===== config.mk =====
export PLATFORM = sky130hd
export DESIGN_NAME = uart_tx_frame_ctrl_flat
export DESIGN_NICKNAME = d
export VERILOG_FILES = /design/src/rtl/uart_tx_pkg.sv /design/src/rtl/uart_tx_frame_ctrl_if.sv /design/src/rtl/uart_tx_serializer.sv /design/src/rtl/uart_tx_frame_ctrl.sv /design/src/flat_wrapper.sv
export SDC_FILE = /design/constraint.sdc
export NUM_CORES = 1
export LEC_CHECK = 0
export BUFFER_PORTS_ARGS = -buffer_cell sky130_fd_sc_hd__buf_2
export CAP_MARGIN = 5
export CORE_AREA = 2 2 55 57
export DETAILED_ROUTE_END_ITERATION = 10
export DIE_AREA = 0 0 57 59
export SLEW_MARGIN = 20
export SYNTH_ARGS = -nofsm -noshare
export SYNTH_HDL_FRONTEND = slang
export SYNTH_SLANG_ARGS = --single-unit

===== constraint.sdc =====
create_clock -name clk -period 2.3 [get_ports clk]
set_clock_uncertainty 0.05 [all_clocks]
set_input_delay 0.345 -clock clk [delete_from_list [all_inputs] [get_ports clk]]
set_output_delay 0.345 -clock clk [all_outputs]
set_load 0.05 [all_outputs]

===== src/rtl/uart_tx_pkg.sv =====
// uart_tx_pkg: shared types and line levels for the UART TX framing path.
// Imported by the framing controller, its serializer and its interface users.
package uart_tx_pkg;

   typedef enum logic [2:0] {
      IDLE,
      START,
      DATA,
      PARITY,
      STOP
   } state_e;

   localparam logic IDLE_LEVEL  = 1'b1;
   localparam logic START_LEVEL = 1'b0;
   localparam logic STOP_LEVEL  = 1'b1;

   function automatic int clog2(input int n);
      int r;
      r = 0;
      for (int v = n - 1; v > 0; v = v >> 1) begin
         r++;
      end
      return r;
   endfunction

endpackage


===== src/rtl/uart_tx_frame_ctrl_if.sv =====
// uart_tx_frame_ctrl_if: byte-side and line-side signals of the TX framer.
// master drives the byte request and parity bit; slave is the framer.
interface uart_tx_frame_ctrl_if #(
   parameter int DATA_WIDTH = 8
);

   logic [DATA_WIDTH-1:0] p_data;
   logic                  data_valid;
   logic                  par_en;
   logic                  par_bit;
   logic                  par_load;
   logic                  tx_out;
   logic                  busy;

   modport master (
      output p_data,
      output data_valid,
      output par_en,
      output par_bit,
      input  par_load,
      input  tx_out,
      input  busy
   );

   modport slave (
      input  p_data,
      input  data_valid,
      input  par_en,
      input  par_bit,
      output par_load,
      output tx_out,
      output busy
   );

endinterface


===== src/rtl/uart_tx_serializer.sv =====
// uart_tx_serializer: data shift register and bit counter for one frame.
// ser_data is the LSB the register holds after the coming edge.
module uart_tx_serializer
   import uart_tx_pkg::*;
#(
   parameter int DATA_WIDTH = 8
) (
   input  logic                  clk,
   input  logic                  rst,
   input  logic                  load,
   input  logic                  ser_en,
   input  logic [DATA_WIDTH-1:0] data,
   output logic                  ser_data,
   output logic                  ser_done
);

   localparam int CW = (clog2(DATA_WIDTH) < 1) ? 1 : clog2(DATA_WIDTH);

   logic [DATA_WIDTH-1:0] shift_q, shift_d;
   logic [CW-1:0]         cnt_q, cnt_d;

   assign ser_done = (cnt_q == CW'(DATA_WIDTH - 1));
   assign ser_data = shift_d[0];

   always_comb begin
      shift_d = shift_q;
      cnt_d   = cnt_q;
      if (load) begin
         shift_d = data;
         cnt_d   = '0;
      end else if (ser_en) begin
         shift_d = shift_q >> 1;
         cnt_d   = ser_done ? '0 : cnt_q + 1'b1;
      end
   end

   always_ff @(posedge clk or posedge rst) begin
      if (rst) begin
         shift_q <= '0;
         cnt_q   <= '0;
      end else begin
         shift_q <= shift_d;
         cnt_q   <= cnt_d;
      end
   end

endmodule


===== src/rtl/uart_tx_frame_ctrl.sv =====
// uart_tx_frame_ctrl: UART TX framing FSM and registered line driver.
// Sends start, data LSB first, optional parity and stop bits, one per clk.
module uart_tx_frame_ctrl
   import uart_tx_pkg::*;
#(
   parameter int DATA_WIDTH = 8,
   parameter int STOP_BITS  = 1
) (
   input logic                 clk,
   input logic                 rst,
   uart_tx_frame_ctrl_if.slave bus
);

   state_e state_q, state_d;
   logic   tx_q, tx_d;
   logic   busy_q, busy_d;
   logic   par_en_q, par_en_d;
   logic   stop_cnt_q, stop_cnt_d;
   logic   accept;
   logic   stop_last;
   logic   ser_data;
   logic   ser_done;

   assign accept    = (state_q == IDLE) && bus.data_valid;
   assign stop_last = (int'(stop_cnt_q) == STOP_BITS - 1);

   assign bus.par_load = accept;
   assign bus.tx_out   = tx_q;
   assign bus.busy     = busy_q;

   uart_tx_serializer #(
      .DATA_WIDTH(DATA_WIDTH)
   ) u_ser (
      .clk     (clk),
      .rst     (rst),
      .load    (accept),
      .ser_en  (state_q == DATA),
      .data    (bus.p_data),
      .ser_data(ser_data),
      .ser_done(ser_done)
   );

   always_ff @(posedge clk or posedge rst) begin
      if (rst) begin
         state_q    <= IDLE;
         tx_q       <= IDLE_LEVEL;
         busy_q     <= 1'b0;
         par_en_q   <= 1'b0;
         stop_cnt_q <= 1'b0;
      end else begin
         state_q    <= state_d;
         tx_q       <= tx_d;
         busy_q     <= busy_d;
         par_en_q   <= par_en_d;
         stop_cnt_q <= stop_cnt_d;
      end
   end

   always_comb begin
      state_d    = state_q;
      par_en_d   = accept ? bus.par_en : par_en_q;
      stop_cnt_d = (state_q == STOP) ? ~stop_cnt_q : 1'b0;
      unique case (state_q)
         IDLE:    if (bus.data_valid) state_d = START;
         START:   state_d = DATA;
         DATA:    if (ser_done) state_d = par_en_q ? PARITY : STOP;
         PARITY:  state_d = STOP;
         STOP:    if (stop_last) state_d = IDLE;
         default: state_d = IDLE;
      endcase
   end

   // Line level follows the state being entered, so tx_out is a clean flop.
   always_comb begin
      tx_d   = IDLE_LEVEL;
      busy_d = 1'b1;
      unique case (state_d)
         IDLE: begin
            tx_d   = IDLE_LEVEL;
            busy_d = 1'b0;
         end
         START:   tx_d = START_LEVEL;
         DATA:    tx_d = ser_data;
         PARITY:  tx_d = bus.par_bit;
         STOP:    tx_d = STOP_LEVEL;
         default: begin
            tx_d   = IDLE_LEVEL;
            busy_d = 1'b0;
         end
      endcase
   end

endmodule


===== src/flat_wrapper.sv =====
// flat-port wrapper written by rule: the top's interface ports become plain ports
module uart_tx_frame_ctrl_flat import uart_tx_pkg::*;
#(
   parameter int DATA_WIDTH = 8,
   parameter int STOP_BITS  = 1
)
  (clk, rst, bus_p_data, bus_data_valid, bus_par_en, bus_par_bit, bus_par_load, bus_tx_out, bus_busy);
  uart_tx_frame_ctrl_if #(.DATA_WIDTH(DATA_WIDTH)) bus_i ();
  input logic clk;
  input logic rst;
  input wire logic [$bits(bus_i.p_data)-1:0] bus_p_data;
  input wire logic [$bits(bus_i.data_valid)-1:0] bus_data_valid;
  input wire logic [$bits(bus_i.par_en)-1:0] bus_par_en;
  input wire logic [$bits(bus_i.par_bit)-1:0] bus_par_bit;
  output wire logic [$bits(bus_i.par_load)-1:0] bus_par_load;
  output wire logic [$bits(bus_i.tx_out)-1:0] bus_tx_out;
  output wire logic [$bits(bus_i.busy)-1:0] bus_busy;
  assign bus_i.p_data = bus_p_data;
  assign bus_i.data_valid = bus_data_valid;
  assign bus_i.par_en = bus_par_en;
  assign bus_i.par_bit = bus_par_bit;
  assign bus_par_load = bus_i.par_load;
  assign bus_tx_out = bus_i.tx_out;
  assign bus_busy = bus_i.busy;
  uart_tx_frame_ctrl #(.DATA_WIDTH(DATA_WIDTH), .STOP_BITS(STOP_BITS)) u_core (.clk(clk), .rst(rst), .bus(bus_i));
endmodule

After elaboration in Yosys (flattened, before gate mapping)
Index checks and enable logic that the tools add are counted.

storage, ports and cells
  bits in registers = 18
  input bits = 13
  output and inout port bits = 3
  word-level logic and storage cells = 36

cells by class
  add/sub/neg operators = 1
  equal/unequal tests = 9
  muxes and demuxes = 13
  bitwise operators = 1
  reductions and logical operators = 4

operators with widths
  operator                                                          number
  3-bit 2-to-1 mux                                                  7
  8-bit 2-to-1 mux                                                  2
  3-bit one-hot mux with 5 select lines                             1
  3-bit by 2-bit == test with 1-bit output (second input constant)  4
  3-bit == test (second input constant)                             3
  3-bit by 1-bit == test with 1-bit output (second input constant)  2
  4-bit OR reduction                                                1
  3-bit by 1-bit adder with 3-bit output (second input constant)    1
  3-bit logical NOT                                                 1
  1-bit one-hot mux with 3 select lines                             1
  1-bit 2-to-1 mux                                                  2
  2-bit nonzero test                                                1
  1-bit logical AND                                                 1
  1-bit NOT                                                         1

Longest topological paths before layout
  word-level depth = 6
  mapped depth = 6
  depth with buffers taken out = 6

By module
A second synthesis with hierarchy kept.

second synthesis, totals
  cell total of the unflattened synthesis = 79
  area, all modules = 863.3 um2

by module, submodules not included
  module              instances  cells an instance  area each (um2)  sequential area each (um2)
  uart_tx_serializer  1          48                 515.5            275.3
  uart_tx_frame_ctrl  1          31                 347.8            176.4

Least setup slack after synthesis
OpenSTA, ideal clock, no wires.

  kind = reg-to-output
  start point = register u_core.state_q[0]
  end point = output port bus_par_load
  arrival = 1327 ps
  required time = 1905 ps
  path slack = 578 ps
  stages on the path, launching flop included = 4
  buffers on the path = 2
  path through = dfrtp_1 -> buf_2 -> nor4b_4 -> buf_2

on the way
  longest elaborated chain between the ends = 2

RTL lines
  item                    line                      source
  from (decl)             uart_tx_frame_ctrl.sv:14  state_e state_q, state_d;
  from (signal assigned)  uart_tx_frame_ctrl.sv:51  state_q <= state_d;
  3-bit logical NOT       uart_tx_frame_ctrl.sv:24  assign accept = (state_q == IDLE) && bus.data_valid;
  1-bit logical AND       uart_tx_frame_ctrl.sv:24
  to (decl)               flat_wrapper.sv:15        output wire logic [$bits(bus_i.par_load)-1:0] bus_par_load;

No other way between the ends.

Final worst setup path
Ends and elaborated chain as after synthesis.

==> run metrics <==
status=finished, final reports clean; Slew Limit Fails=0; top cell type's share of synthesized area=0.496; RSZ-0062 raised after global routing=false; slew margin rel.=0.545; Clk pin slew, worst setup/hold paths=approximately 100 ps; Mapped Cells=80; # rows=19; Yosys cell types=26; Critical Path Sink Type=output port; DRT Pass-1 Iters=4; multi-input gate area in the final layout=364 um2; Final ANT Viol Nets=0; Post-synth ARST share=1.00; Slew @ Worst Pin=682 ps; Synth-to-Final Area Change=16.6%; worst IR drop on VDD=around 0.64 mV; CTS Buffer Depth=2; Synth warnings=0; DR DRC count=0; fillcell total=approximately 300; Crit Reg-Reg Startpoint=u_core.u_ser.cnt_q[0]; Fin. Hold Viols=0; CP cell instances=nor4b_4, buf_2; setup TNS=0 ps; CTS sink cnt=18; sequential share of the synthesized area=0.527; TritonCTS clock tree=done; fin nets=113; share of layout cells above drive strength 1=0.278; critical path type=flop to output port; n_diodes=0; Post-CTS Resized=0; I/O Buffers=15; fmax=~530 MHz; pwr dens=between 1000 and 1500 nW/um2; Post-synth top flop=dfrtp_1; Post-CTS Setup Inserts=0; Critical Path Source Type=flop; WP buf/inv=1; Vias=approximately 600; antenna violations before repair=0; CP delay by family, top=flip-flops; FF-to-FF path depth=6; synthesized cell area=~860 um2; worst reg-to-reg setup slack=510 ps; largest area contributor in the netlist=dfrtp_1; FF-to-FF End=u_core.bus.busy; critical path's largest stage delay=roughly 500 ps; core area=about 2700 um2; HP Class=input port to asynchronous set/reset pin; CTS buffer count=3; Final HPWL DP=roughly 1100 um; Vias per Instance=between 4 and 5; worst skew pair latency=slightly below 300 ps; number of enable flip-flop cells after synthesis=0; CTS root buffer=clkbuf_4; static leakage power=around 0.48 nW; maxcap violations=0; Post-Syn Nets=95; initial DRC count=9; chip width=57 um; WP data required=1900 ps; Routed WL per cell=approximately 12 um; die height=approximately 59 um; #FFs+latches synth=18; DIE AREA=approximately 3400 um2; dpl cell area=963 um2; worst path arrival time=around 1500 ps; global-route wire length before repair=between 2000 and 3000 um; final critical-path share of the clock period=0.813; Crit Path Max Fanout=7; min cycle time layout=1870 ps; Synth area leaders=dfrtp_1 50%, mux2i_1 8.2%, o21ai_0 4.7%; GP Congestion=~0.7; CTS Hold Bufs=0; io pins=16; FF/Latch Area=between 400 and 500 um2; post-route cell area=~1000 um2; GRT Util Overall=0.101; H-tree Lvls=1; Initial Util=0.316; vias in the first global route=approximately 570; Final Setup Violations=0; Post-Route WL=~1500 um; total gr overflow=0; CP max-delay cell=dfrtp_1; largest net degree at the start of global routing=19; Post-Syn Area per Cell=between 10 and 15 um2
-- layer usage --
layer,track usage,share of wire,up-vias
met3,0.0415,0.068,2
met1,0.123,0.47,275
met4,0.0399,0.013,0
met5,0,0,-
met2,0.159,0.45,15
li1,-,-,311
-- Yosys cell counts, types with 2 or more instances --
library cell / count
dfrtp_1: 17
nand2_1: 9
nor2_1: 9
o21ai_0: 8
mux2i_1: 7
inv_1: 5
a22o_1: 2
buf_2: 2
ha_1: 2
nand2b_1: 2
nor2b_1: 2
-- registers in the layout, summed over array words and instances, names as in the netlist --
name                  cells
u_core.state_q            3
u_core.stop_cnt_q         1
u_core.par_en_q           1
u_core.u_ser.cnt_q        3
u_core.u_ser.shift_q      8
u_core.bus.busy           1
u_core.bus.tx_out         1
-- cells in the final DEF, fill, tap and decap left out, drive strengths merged --
cell and count:
a21oi 2, a22o 2, a2bb2oi 1, a32o 1
and3 1, buf 17, clkbuf 4, dfrtp 17
dfstp 1, ha 2, inv 5, mux2 1
mux2i 7, nand2 9, nand2b 2, nand3 1
nor2 9, nor2b 2, nor3 1, nor3b 1
nor4b 1, o21ai 8, o32ai 1, or3 1
-- worst register-to-register path, stage by stage, from the launching register on --
cell and delay (ps):
dfrtp_1 410, ha_1 200, ha_1 210, and3_1 160
o21ai_0 190, inv_1 90, or3_1 360
-- power by group --
group / internal [mW] / leakage (nW) / total, mW / switching (mW)
clock: 0.0965 / 0.0210 / 0.193 / 0.0964
sequential: 0.463 / 0.225 / 0.570 / 0.107
combinational: 0.257 / 0.235 / 0.585 / 0.328
total: 0.817 / 0.481 / 1.35 / 0.531
-- kinds of logic after synthesis --
group                      Yosys count  share of synthesized area
AOI/OAI and AO/OA                   15                      0.124
adders and majority gates            2                     0.0292
buffers and inverters                9                     0.0482
DFF                                 18                      0.527
muxes                                8                     0.0949
and+or+nand+nor                     28                      0.177
-- worst max-delay path by stage --
stage,start,end,cells past startpoint
after floorplan,u_core.state_q[0],bus_par_load,3
after detailed placement,u_core.u_ser.cnt_q[0],u_core.bus.busy,6
after CTS,u_core.state_q[0],bus_par_load,2
after global placement,u_core.u_ser.cnt_q[0],u_core.bus.busy,6
after global routing,u_core.state_q[0],bus_par_load,2
final,u_core.state_q[0],bus_par_load,2
-- through the flow --
step | std cells | hold slack, ps | util | worst slack, ps | power [mW]
6_report | 128 | 87.8 | 0.369 | 430 | 1.35
3_3_place_gp | 124 | 364 | 0.355 | 547 | 1.15
4_1_cts | 128 | 105 | 0.369 | 418 | 1.36
5_1_grt | 128 | 127 | 0.369 | 366 | 1.46
3_5_place_dp | 124 | 370 | 0.355 | 512 | 1.17
2_1_floorplan | 80 | 233 | - | 578 | 1.05
-- final cells by class --
cell class / instances / area share
Timing Repair Buffer: 17 / 0.0901
Inverter: 5 / 0.0188
Sequential cell: 18 / 0.452
Clock buffer: 4 / 0.0363
Multi-Input combinational cell: 53 / 0.364
Tap cell: 31 / 0.0388
Note: power is estimated with default switching activity, not from simulation.
